--- config.mk ---
export PLATFORM = sky130hd
export DESIGN_NAME = m_cycleacc
export DESIGN_NICKNAME = d
export VERILOG_FILES = /design/src/rtl/m_cycleacc.sv
export SDC_FILE = /design/constraint.sdc
export NUM_CORES = 1
export LEC_CHECK = 0
export CAP_MARGIN = 20
export CORE_ASPECT_RATIO = 0.9
export CORE_MARGIN = 2
export CORE_UTILIZATION = 30
export CTS_CLUSTER_SIZE = 40
export DETAILED_ROUTE_END_ITERATION = 7
export PLACE_DENSITY = 0.43
export SLEW_MARGIN = 10
export SYNTH_ARGS = -nofsm -noshare
export SYNTH_HDL_FRONTEND = slang
export SYNTH_SLANG_ARGS = --single-unit
--- constraint.sdc ---
create_clock -name clk -period 11.9 [get_ports clk]
set_input_delay 1.19 -clock clk [delete_from_list [all_inputs] [get_ports clk]]
set_output_delay 1.19 -clock clk [all_outputs]
set_load 0.02 [all_outputs]
--- src/rtl/m_cycleacc.sv ---
// m_cycleacc: 64-bit cycle/instruction accumulator with compare register,
// coherent lo/hi read via a shadow high word, and a registered timer interrupt.
module m_cycleacc #(
  parameter int HIGHLEVEL   = 0,
  parameter int NO_CYCLECNT = 0,
  parameter int CMPEN       = 1
) (
  input  logic        clk,
  input  logic        rst,
  input  logic        corerunning,
  input  logic        add_en,
  input  logic [5:0]  delta,
  input  logic        rd_en,
  input  logic [1:0]  rd_sel,
  output logic        rd_ack,
  output logic [31:0] rd_dat,
  input  logic        wr_en,
  input  logic [1:0]  wr_sel,
  input  logic [31:0] wr_dat,
  output logic        timer_irq
);

  logic [63:0] cnt_q;
  logic [63:0] cmp_q;
  logic [63:0] cnt_next;
  logic [63:0] cmp_next;
  logic [63:0] cnt_sum;
  logic [31:0] shadow_hi;
  logic [31:0] inc_lo;
  logic [31:0] rd_word;
  logic        wr_cnt;
  logic        wr_cmp;
  logic        add_go;
  logic        ge;
  logic        irq_next;

  assign inc_lo = (NO_CYCLECNT != 0) ? 32'd1 : {26'd0, delta};
  assign wr_cnt = wr_en & ~wr_sel[1];
  assign wr_cmp = wr_en & wr_sel[1] & (CMPEN != 0);
  // A time write suppresses the add completely, carry included.
  assign add_go = add_en & corerunning & ~wr_cnt;

  generate
    if (HIGHLEVEL != 0) begin : g_beh
      assign cnt_sum = cnt_q + {32'd0, inc_lo};

      // Behavioural unsigned compare of the next-state values
      always_comb begin
        ge = (cnt_next >= cmp_next);
      end
    end else begin : g_map
      logic [32:0] lo_sum;
      logic [31:0] hi_sum;

      // Two 32-bit halves; the low-half carry feeds the high half in the same cycle.
      assign lo_sum  = {1'b0, cnt_q[31:0]} + {1'b0, inc_lo};
      assign hi_sum  = cnt_q[63:32] + {31'd0, lo_sum[32]};
      assign cnt_sum = {hi_sum, lo_sum[31:0]};

      // Compare as the carry-out of cnt_next + ~cmp_next + 1, rippled LSB first
      always_comb begin
        ge = 1'b1;
        for (int unsigned i = 0; i < 64; i++) begin
          ge = (cnt_next[i] & ~cmp_next[i]) | (~(cnt_next[i] ^ cmp_next[i]) & ge);
        end
      end
    end
  endgenerate

  // Next-state for time and compare registers; writes take priority over adds
  always_comb begin
    cnt_next = cnt_q;
    if (wr_cnt) begin
      if (wr_sel[0]) cnt_next[63:32] = wr_dat;
      else           cnt_next[31:0]  = wr_dat;
    end else if (add_go) begin
      cnt_next = cnt_sum;
    end
    cmp_next = cmp_q;
    if (wr_cmp) begin
      if (wr_sel[0]) cmp_next[63:32] = wr_dat;
      else           cmp_next[31:0]  = wr_dat;
    end
    irq_next = (CMPEN != 0) & ge;
  end

  // Read mux over pre-update state; the high time word comes from the shadow
  always_comb begin
    rd_word = '0;
    case (rd_sel)
      2'd0: rd_word = cnt_q[31:0];
      2'd1: rd_word = shadow_hi;
      2'd2: rd_word = (CMPEN != 0) ? cmp_q[31:0]  : '0;
      2'd3: rd_word = (CMPEN != 0) ? cmp_q[63:32] : '0;
      default: rd_word = '0;
    endcase
  end

  // State registers, read response and interrupt
  always_ff @(posedge clk or posedge rst) begin
    if (rst) begin
      cnt_q     <= '0;
      cmp_q     <= '1;
      shadow_hi <= '0;
      rd_ack    <= 1'b0;
      rd_dat    <= '0;
      timer_irq <= 1'b0;
    end else begin
      cnt_q     <= cnt_next;
      cmp_q     <= cmp_next;
      timer_irq <= irq_next;
      rd_ack    <= rd_en;
      rd_dat    <= rd_en ? rd_word : '0;
      if (rd_en && rd_sel == 2'd0) shadow_hi <= cnt_q[63:32];
    end
  end

endmodule

==> impl_metrics.env <==
export IMPL_dieArea_mm2=0.03787
export IMPL_port_buffers=81
export IMPL_num_vias=8218
export IMPL_synth_top_family_by_area="multiplexers"
export IMPL_power_switching_uw=764.8
export IMPL_p_leak_uw=0.005464
export IMPL_grt_pass1_wl_mm=55.26
export IMPL_hpwl_mm=25.19
export IMPL_die_h_um=184.8
export IMPL_routed_wl_mm=35.55
export IMPL_async_reset_ff_share_pct=100.0
export IMPL_synth_mux_area_fraction_pct=15.94
export IMPL_vias_per_cell=5.305
export IMPL_peakVddDrop_mv=0.09591
export IMPL_hp_start="shadow_hi[20]"
export IMPL_critPathRequiredTime_ps=12230
export IMPL_synthDistinctLibCells=67
export IMPL_antenna_found_initial=0
export IMPL_netlist_instances=981
export IMPL_first_global_vias=8361
export IMPL_cts_root_buf="clkbuf_16"
export IMPL_hold_end="shadow_hi[20]"
export IMPL_slew_viol_final=0
export IMPL_maxSlewHeadroom_pct=35.00
export IMPL_r2r_slack_ps=5960
export IMPL_postCtsSetupRepairBufs=0
export IMPL_power_share_sequential_pct=41.9
export IMPL_status="finished clean"
export IMPL_layout_drive_gt1_share_pct=21.62
export IMPL_synth_nets=1101
export IMPL_fin_util_pct=35.84
export IMPL_crit_buf_inv=2
export IMPL_setup_viol=0
export IMPL_fmax_mhz=148.4
export IMPL_p_int_uw=1460
export IMPL_drtIter0Drc=535
export IMPL_grt_usage_pct=19.71
export IMPL_clk_pin_slew_ps=70
export IMPL_synth_area_per_cell_um2=11.11
export IMPL_switching_share_pct=34.37
export IMPL_ys_flop_type="dfrtp_1"
export IMPL_synthAdderAreaFrac_pct=8.336
export IMPL_rr_endpoint="timer_irq"
export IMPL_start_util_pct=30.26
export IMPL_cpPeakStageDelay_ps=620
export IMPL_worst_pin_slew_ps=950.5
export IMPL_cts_tree="done"
export IMPL_io_pins=82
export IMPL_end_kind="register"
export IMPL_finalCriticalPeriod_ps=6740
export IMPL_synthSimpleGateAreaFrac_pct=12.25
export IMPL_hold_path_cell_count=1
export IMPL_skew_ps=15.36
export IMPL_rows=66
export IMPL_wl_per_cell_um=22.95
export IMPL_cellPowerDensity_mw_per_mm2=172.5
export IMPL_htreeDepth=4
export IMPL_r2r_start="cnt_q[0]"
export IMPL_fillers=3621
export IMPL_hold_violations=0
export IMPL_cts_num_sinks=194
export IMPL_p_comb_share_pct=31.0
export IMPL_r2r_cells=24
export IMPL_hold_class="reg2reg"
export IMPL_arrival_ps=7070
export IMPL_rsz0062_at_grt="false"
export IMPL_clk_latency_ps=460
export IMPL_gp_congestion=0.8128
export IMPL_synth_compound_area_share_pct=13.48
export IMPL_synth_seq_cells=194
export IMPL_critPathTopFamily="simple AND/OR/NAND/NOR gates"
export IMPL_drc=0
export IMPL_cp_start_kind="input pin"
export IMPL_antenna_left=0
export IMPL_tns_ps=0
export IMPL_pwr_share_clk_pct=27.1
export IMPL_ctsResizeCount=0
export IMPL_core_mm2=0.03600
export IMPL_synth_edff_count=0
export IMPL_fp_dieW_um=204.9
export IMPL_synth_area_mm2=0.01090
export IMPL_fin_nets=1180
export IMPL_cts_buffers=17
export IMPL_n_antenna_cell=0
export IMPL_clock_path_buffers=2
export IMPL_fin_crit_sh_pct=56.64
export IMPL_startpoint="delta[0]"
export IMPL_worst_path_max_delay_cell="nor4_2"
export IMPL_syn2layout_area_growth_pct=18.41
export IMPL_crit_fanout=8
export IMPL_gr_total_overflow=0
export IMPL_crit_type="in2reg"
export IMPL_postCtsHoldBufs=0
export IMPL_ys_seq_area_share_pct=45.29
export IMPL_maxCapViolCount=0
export IMPL_synth_xor_area_share_pct=0.3215
export IMPL_crit_top_cell="ha_1"
export IMPL_first_pass_iters=5
export IMPL_grt_max_degree=85
export IMPL_yosysWarnings=0
## metrics by stage
step	setup slack [ps]	cells	hold WS, ps	power, uW	cell area [um^2]
floorplan	5532	981	475.2	1366	10900
global placement	5012	1516	486.4	1636	12300
detailed placement	4769	1517	490.0	1634	12310
CTS	5210	1549	506.7	2252	12900
global route	4579	1549	527.6	2366	12900
finish	5160	1549	508.0	2225	12900
## layout by cell type, fill, tap and decap left out, drive strengths merged, types with 32 or more instances in the layout
cell type / instances
a21oi: 43
mux2i: 34
ha: 71
dfstp: 64
mux2: 60
inv: 83
dfrtp: 130
and2: 37
clkdlybuf4s50: 79
a211oi: 37
mux4: 32
nor2: 72
## routing by layer
layer,GRT usage (%),part of all wire (%),wire length [um],vias to the layer above
met4,4.460,1.1,405,0
li1,-,-,-,3793
met3,3.395,3.9,1397,20
met1,28.10,48,17230,4214
met2,31.23,46,16520,191
met5,0,0,0,-
## cell type report
cell class              count  area (um^2)  area share (%)
inverters                  81        311.5           2.415
clock inverters             9        96.34          0.7467
clock buffers              23        498.0           3.860
repair buffers            103        962.2           7.457
multi-input cells         663         5504           42.66
flip-flops and latches    194         4935           38.25
well taps                 476        595.6           4.616
## worst max-delay path by stage
stage | slack (ps) | endpoint | cells after the start
final | 5160 | timer_irq | 25
after global routing | 4580 | timer_irq | 24
after CTS | 5210 | timer_irq | 25
after detailed placement | 4770 | timer_irq | 25
after global placement | 5010 | timer_irq | 25
after floorplan | 5530 | cnt_q[0] | 1
## state kept, by name, indices dropped and copies added, names as in the netlist
| signal | count |
|---|---|
| timer_irq | 1 |
| cnt_q | 64 |
| cmp_q | 64 |
| rd_dat | 32 |
| shadow_hi | 32 |
| rd_ack | 1 |
## cell families after synthesis
group / after synthesis
fa+ha+maj: 72
xor+xnor: 4
mux: 126
buf+inv: 124
compound gates: 209
simple gates: 252
flops: 194
## cell usage after synthesis (3+ instances only)
cell type,number,area (um^2)
dfstp_2,64,1682
and3_1,17,106.4
a2111oi_0,7,61.31
mux4_2,32,720.7
and4_1,4,35.03
or3_1,4,25.02
a211o_1,3,26.28
nand2b_1,5,31.28
nor2_1,71,266.5
mux2_2,60,675.7
o21ai_0,26,130.1
o2111ai_1,6,52.55
inv_1,81,304.0
nand2_1,27,101.4
mux2i_1,34,340.3
nor3b_1,4,30.03
o221a_2,7,78.83
and2_1,36,225.2
clkbuf_1,35,131.4
o21a_1,14,105.1
nor2b_1,6,37.54
a21o_1,11,82.58
a211oi_1,36,270.3
buf_2,4,20.02
o31a_1,4,35.03
a311oi_1,11,96.34
dfrtp_1,130,3253
buf_1,3,11.26
a221oi_1,3,26.28
o22ai_1,18,112.6
o211ai_1,3,22.52
nand3_1,30,150.1
nand4_1,6,37.54
ha_1,71,888.4
nor3_1,25,125.1
o211a_1,3,30.03
a21oi_1,43,215.2
## power by group through the flow
stage / clock network [uW] / logic [uW] / registers, uW
after CTS: 625 / 696 / 932
final: 603 / 690 / 933
after floorplan: 0 / 441 / 925
after detailed placement: 0 / 690 / 943
after global placement: 0 / 692 / 943
after global routing: 645 / 769 / 953
No activity file was read; power rests on OpenSTA's default activity.
